## src/rtl/ttl_gate_arbiter_pkg.sv

```systemverilog
// Shared types and helpers for ttl_gate_arbiter: state encoding, index width and
// the round-robin next-index search.
package ttl_gate_arbiter_pkg;

  typedef enum logic [1:0] {
    IDLE = 2'd0,
    EVAL = 2'd1,
    DONE = 2'd2
  } arb_state_e;

  // The package cannot see the instance's BLOCKS, so the index is sized for the
  // largest legal requester count (8).
  localparam int MAX_BLOCKS = 8;
  localparam int IDX_W      = $clog2(MAX_BLOCKS);

  // First asserted request scanning upward from (last+1) mod blocks, with wrap.
  function automatic logic [IDX_W-1:0] rr_next(input logic [MAX_BLOCKS-1:0] req,
                                               input logic [IDX_W-1:0]      last,
                                               input int                    blocks);
    logic [IDX_W-1:0] pick;
    logic             found;
    int               cand;
    pick  = '0;
    found = 1'b0;
    for (int k = 1; k <= MAX_BLOCKS; k++) begin
      cand = (int'(last) + k) % blocks;
      if (!found && (k <= blocks) && req[cand]) begin
        pick  = IDX_W'(cand);
        found = 1'b1;
      end
    end
    return pick;
  endfunction

endpackage

```

## src/rtl/ttl_7411.sv

```systemverilog
// Bank of BLOCKS independent WIDTH_IN-input AND gates.
module ttl_7411 #(
  parameter int BLOCKS   = 1,
  parameter int WIDTH_IN = 3
) (
  input  logic [BLOCKS*WIDTH_IN-1:0] A_2D,
  output logic [BLOCKS-1:0]          Y
);

  for (genvar i = 0; i < BLOCKS; i++) begin : g_gate
    assign Y[i] = &A_2D[i*WIDTH_IN +: WIDTH_IN];
  end

endmodule

```

## src/rtl/ttl_gate_arbiter.sv

```systemverilog
// Round-robin arbiter sharing one AND gate between BLOCKS requesters.
// Define TTL_GATE_ARB_LOCK_EN to add the Lock port (back-to-back re-grant).
module ttl_gate_arbiter
  import ttl_gate_arbiter_pkg::*;
#(
  parameter int BLOCKS     = 3,
  parameter int WIDTH_IN   = 3,
  parameter int DELAY_RISE = 0,
  parameter int DELAY_FALL = 0
) (
  input  logic                       Clk,
  input  logic                       Clear_bar,
  input  logic [BLOCKS-1:0]          Req,
  input  logic [BLOCKS*WIDTH_IN-1:0] A_2D,
`ifdef TTL_GATE_ARB_LOCK_EN
  input  logic [BLOCKS-1:0]          Lock,
`endif
  output logic [BLOCKS-1:0]          Gnt,
  output logic                       Y,
  output logic                       Valid,
  output logic                       Busy
);

  localparam logic [BLOCKS-1:0] ONE = BLOCKS'(1);

  // Rise/fall delays belong to the board-level timing model; this RTL is zero-delay.
  if (DELAY_RISE < 0 || DELAY_FALL < 0) begin : g_negative_delay_ignored
  end

  arb_state_e               state_q, state_d;
  logic [IDX_W-1:0]         idx_q, idx_d, last_q, last_d;
  logic [WIDTH_IN-1:0]      opnd_q, opnd_d;
  logic [BLOCKS-1:0]        gnt_q, gnt_d;
  logic                     y_q, y_d, valid_q, valid_d;
  logic [MAX_BLOCKS-1:0]    req_pad;
  logic [0:0]               gate_y;

  assign req_pad = MAX_BLOCKS'(Req);

  ttl_7411 #(.BLOCKS(1), .WIDTH_IN(WIDTH_IN)) u_gate (
    .A_2D (opnd_q),
    .Y    (gate_y)
  );

  always_comb begin
    state_d = state_q;
    idx_d   = idx_q;
    last_d  = last_q;
    opnd_d  = opnd_q;
    gnt_d   = gnt_q;
    y_d     = y_q;
    valid_d = valid_q;
    case (state_q)
      IDLE: begin
        if (|Req) begin
          idx_d   = rr_next(req_pad, last_q, BLOCKS);
          gnt_d   = ONE << idx_d;
          opnd_d  = A_2D[idx_d*WIDTH_IN +: WIDTH_IN];
          state_d = EVAL;
        end
      end
      EVAL: begin
        y_d     = gate_y[0];
        valid_d = 1'b1;
        state_d = DONE;
      end
      DONE: begin
        valid_d = 1'b0;
`ifdef TTL_GATE_ARB_LOCK_EN
        // Locked holder keeps the gate: re-latch its operand, pointer untouched.
        if (Req[idx_q] && Lock[idx_q]) begin
          opnd_d  = A_2D[idx_q*WIDTH_IN +: WIDTH_IN];
          state_d = EVAL;
        end else
`endif
        begin
          gnt_d   = '0;
          last_d  = idx_q;
          state_d = IDLE;
        end
      end
      default: state_d = IDLE;
    endcase
  end

  always_ff @(posedge Clk or negedge Clear_bar) begin
    if (!Clear_bar) begin
      state_q <= IDLE;
      idx_q   <= '0;
      last_q  <= IDX_W'(BLOCKS-1);
      opnd_q  <= '0;
      gnt_q   <= '0;
      y_q     <= 1'b0;
      valid_q <= 1'b0;
    end else begin
      state_q <= state_d;
      idx_q   <= idx_d;
      last_q  <= last_d;
      opnd_q  <= opnd_d;
      gnt_q   <= gnt_d;
      y_q     <= y_d;
      valid_q <= valid_d;
    end
  end

  assign Gnt   = gnt_q;
  assign Y     = y_q;
  assign Valid = valid_q;
  assign Busy  = (state_q != IDLE);

endmodule
```

## config.mk

```make
export PLATFORM = sky130hd
export DESIGN_NAME = ttl_gate_arbiter
export DESIGN_NICKNAME = d
export VERILOG_FILES = /design/src/rtl/ttl_gate_arbiter_pkg.sv /design/src/rtl/ttl_7411.sv /design/src/rtl/ttl_gate_arbiter.sv
export SDC_FILE = /design/constraint.sdc
export NUM_CORES = 1
export LEC_CHECK = 0
export CAP_MARGIN = 5
export CELL_PAD_IN_SITES_DETAIL_PLACEMENT = 1
export CELL_PAD_IN_SITES_GLOBAL_PLACEMENT = 2
export CORE_MARGIN = 2
export CORE_UTILIZATION = 37
export CTS_CLUSTER_SIZE = 10
export DETAILED_ROUTE_END_ITERATION = 8
export PLACE_DENSITY = 0.83
export SYNTH_ARGS = -nofsm -noshare
export SYNTH_HDL_FRONTEND = slang
export SYNTH_SLANG_ARGS = --single-unit
```

## constraint.sdc

```tcl
create_clock -name Clk -period 13.48 [get_ports Clk]
set_clock_uncertainty 0.1 [all_clocks]
set_input_delay 2.696 -clock Clk [delete_from_list [all_inputs] [get_ports Clk]]
set_output_delay 2.696 -clock Clk [all_outputs]
set_load 0.005 [all_outputs]
```

==> summary by stage <==
Synth
Synthesis inferred 16 register bits. Yosys printed 0 warnings. The number of enable-type register cells in the synthesized netlist is 0.

The area of the mapped netlist is about 1900 um^2. By count the netlist is led by 23 x ha_1, 20 x nand2_1, 16 x inv_1. Dividing the synthesized area by the synthesized cell count gives approximately 8.4 um^2. The most used standard cell by instance count after synthesis is ha_1.

The number of distinct library cell variants in the gate-level netlist after synthesis is 58. The share of Yosys cell area claimed by the top area cell type is 20.2%. The post-synthesis net count is approximately 260. The largest area contributor in the netlist is dfrtp_1. The fraction of registers with async set/reset is 100%. Sorting the synthesized cells by area gives the leading types as dfrtp_1 20%, ha_1 16%, a21oi_1 4.0%, nand2_1 4.0%, mux2i_1 3.8%. The synthesized netlist cell count is approximately 220. The most instantiated flip-flop cell in the synthesis netlist is dfrtp_1. For this run, the register share of the synthesized area comes to 21.7%.

STA
Setup repair after global routing left no endpoint under its margin. The number of pins exceeding their max-slew limit in the final report came to 0. The final number of setup-violating endpoints is 0. The achievable frequency is between 150 and 200 MHz. The tightest hold path in the finished design has a slack of 0.396 ns. The clock period could shrink to about 5 ns.

Measured against its own limit, the worst slew margin works out to a little under two fifths. The final worst slack is around 8.4 ns. The count of endpoints failing hold in the final timing report is 0. The sum of negative setup slack is 0 ns. The slew at the pin closest to its max-slew limit is a little over 0.9 ns. The part of the cycle the worst path needs is 37.6%.

Clock tree
The post-CTS setup buffer count is 0. The count of instances resized after the clock tree is built is 0. The tree built by TritonCTS fans out to 16 sinks.

The clock reaches the later pin of the worst-skew pair after roughly 0.25 ns. The buffer cell driving the clock tree root is clkbuf_8. The clock passes through at most 2 buffers. The quantity of hold-fixing buffers added after cts is 0. CTS built an H-tree with a depth of 1. The clock buffer count from CTS is 3. Clock-pin slew was measured on the worst setup and hold paths at about 0.06 ns. The TritonCTS clock tree is done.

Global route
In the global route stage, overall resource usage came out at about 17%. The leftover overflow at the end of global routing is 0. The number of global-route vias before repair is 1,726.

The number of antenna violations at the first check in global routing is 0. The largest net degree at the start of global routing is 24. The first global-routing pass estimated approximately 7700 um of wire.

Routing
The residual antenna-violating net count after detailed routing is 0. Detailed routing inserted a total of 1,667 vias. The first TritonRoute pass finished after 4 iterations. Dividing the detail-routed wire length by the instance count gives approximately 14 um. The total wire length after detailed routing is between 4000 and 5000 um. After detailed routing, the number of vias per cell comes to 5.48. After detailed routing, the number of remaining DRC violations is 0.

The number of violations reported at the end of detailed-routing iteration 0 is 38.

Place
The final weighted congestion of routability-driven global placement is 0.804. The total half-perimeter wirelength after legalization and detailed placement is roughly 3400 um. The number of port buffers is 19. The placement-stage worst setup slack is 8.15 ns.

Critical path
The number of cells on the worst reg-to-reg path is 16. In this run the critical register-to-register path is captured at opnd_q[0]$_DFFE_PN0P_. The worst setup slack for register-to-register paths is about 8.4 ns. The startpoint of the worst-slack reg-to-reg timing path is last_q[0]$_DFFE_PN0P_. For the worst setup path, the data arrival time is ~5.1 ns. By startpoint and endpoint, the worst setup path is classified as flip-flop to flip-flop.

The kind of launch point of the worst setup path is a flip-flop. The biggest fanout along the worst timing path is 23. The sort of element at the end of the critical path is a flip-flop. STA puts the critical path data required time at 13.52 ns.

Die
Once the floorplan was initialized, standard cells occupied between 30% and 40% of the core. The die covers approximately 5600 um^2. The area of the core is 4790 um^2.

The floorplan step set the die width to around 75 um. The die boundary height is approximately 75 um. The count of boundary I/O pins is 20.

The initialized floorplan defines 25 standard-cell rows.

Cells and area
In the final layout, the share of cells above drive strength 1 is a little under 9%. Compared with the post-synthesis result, the final layout area differs by 15.3%. Fill cells in the final layout number 595. The net count of the finished layout is 275. The count of inserted antenna diode cells is 0.

Pwr
The leakage power figure is roughly 0.0009 uW. The highest ir drop seen on vdd is between 100 and 150 uV. For this design the ratio of total power to cell area is around 270 nW/um^2.

Hold path
The path with the worst hold slack has its endpoint at last_q[0]$_DFFE_PN0P_. The min-delay analysis places its worst path in the category flip-flop to flip-flop. The startpoint identified for the worst hold timing path is idx_q[0]$_DFFE_PN0P_. Along the worst hold path, the cell count comes to 2.

Run
The number of maximum-capacitance violations is 0.

Status
The run finished with clean final reports.
critical path: stages, from the launching register on:
cell	delay [ns]
dfrtp_1	0.83
inv_1	0.10
ha_1	0.28
xnor2_2	0.43
nor2b_1	0.20
ha_1	0.25
a211oi_1	0.09
a21boi_2	0.21
a41oi_2	0.19
xnor2_1	0.14
ha_1	0.25
a311o_1	0.33
o31a_1	0.26
or4b_1	0.56
o211a_4	0.29
mux2i_1	0.13
a311o_1	0.32
where the power goes:
group | leakage, uW | internal (uW) | total, uW | switching, uW
registers | 0.000197 | 69.9 | 92.4 | 22.6
logic | 0.000657 | 198 | 442 | 244
clock network | 0.0000228 | 21.0 | 37.7 | 16.8
state kept, by name, indices dropped and copies added (netlist names):
name     count
idx_q        3
opnd_q       3
last_q       3
Valid        1
state_q      2
Y            1
Gnt          3
cells by family after synthesis:
kind of cell	after synthesis	synth area share (%)
and+or+nand+nor	71	20.4
muxes	9	4.99
buffers and inverters	25	5.67
xor gates and xnor gates	8	4.59
DFF	16	21.7
AOI/OAI and AO/OA	69	27.1
adders and majority gates	23	15.5
routing by layer:
layer | wire, um | global-route usage (%)
met1 | 2080 | 21.7
met3 | 76 | 1.20
met4 | 34 | 3.77
met5 | 0 | 0
met2 | 2160 | 31.5
how the worst max path moves through the flow:
stage,start,to,slack [ns],depth (start not counted)
2_1_floorplan,Req[1],opnd_q[0]$_DFFE_PN0P_,8.82,9
3_3_place_gp,Req[1],opnd_q[0]$_DFFE_PN0P_,8.17,9
3_5_place_dp,Req[2],opnd_q[0]$_DFFE_PN0P_,8.15,9
4_1_cts,last_q[0]$_DFFE_PN0P_,opnd_q[0]$_DFFE_PN0P_,8.39,16
5_1_grt,last_q[0]$_DFFE_PN0P_,opnd_q[1]$_DFFE_PN0P_,8.10,16
6_report,last_q[0]$_DFFE_PN0P_,opnd_q[0]$_DFFE_PN0P_,8.41,16
stage by stage:
step	cells	cell area [um^2]	total power, uW	utilization [%]
after floorplan	221	1850	432	-
after global placement	300	2090	537	43.7
after detailed placement	300	2090	537	43.7
after CTS	304	2140	578	44.7
after global routing	304	2140	636	44.7
final	304	2140	572	44.7
layout by cell type, fill, tap and decap left out, drive strengths merged, types with 3 or more instances in the layout:
| cell type | synthesis | routed |
|---|---|---|
| and2 | 3 | 3 |
| o2111ai | 4 | 4 |
| nand2b | 4 | 4 |
| ha | 23 | 23 |
| dfrtp | 15 | 15 |
| nand2 | 20 | 20 |
| a31oi | 7 | 7 |
| a311o | 4 | 4 |
| or3 | 3 | 3 |
| nor2b | 7 | 7 |
| clkdlybuf4s50 | 0 | 19 |
| clkbuf | 4 | 4 |
| nor3 | 5 | 5 |
| a21oi | 17 | 17 |
| inv | 17 | 17 |
| nand3 | 6 | 6 |
| nor2 | 10 | 10 |
| xnor2 | 7 | 7 |
| o21ai | 15 | 15 |
| mux2i | 7 | 7 |
cell type report:
cell class / count / area, um^2 / area share, %
Multi-Input combinational cell: 180 / 1350 / 63.0
Tap cell: 67 / 83.8 / 3.92
Sequential cell: 16 / 402 / 18.8
Inverter: 18 / 70.1 / 3.28
Clock buffer: 4 / 45.0 / 2.11
Timing Repair Buffer: 19 / 190 / 8.89
Power figures use the tool's default switching activity.
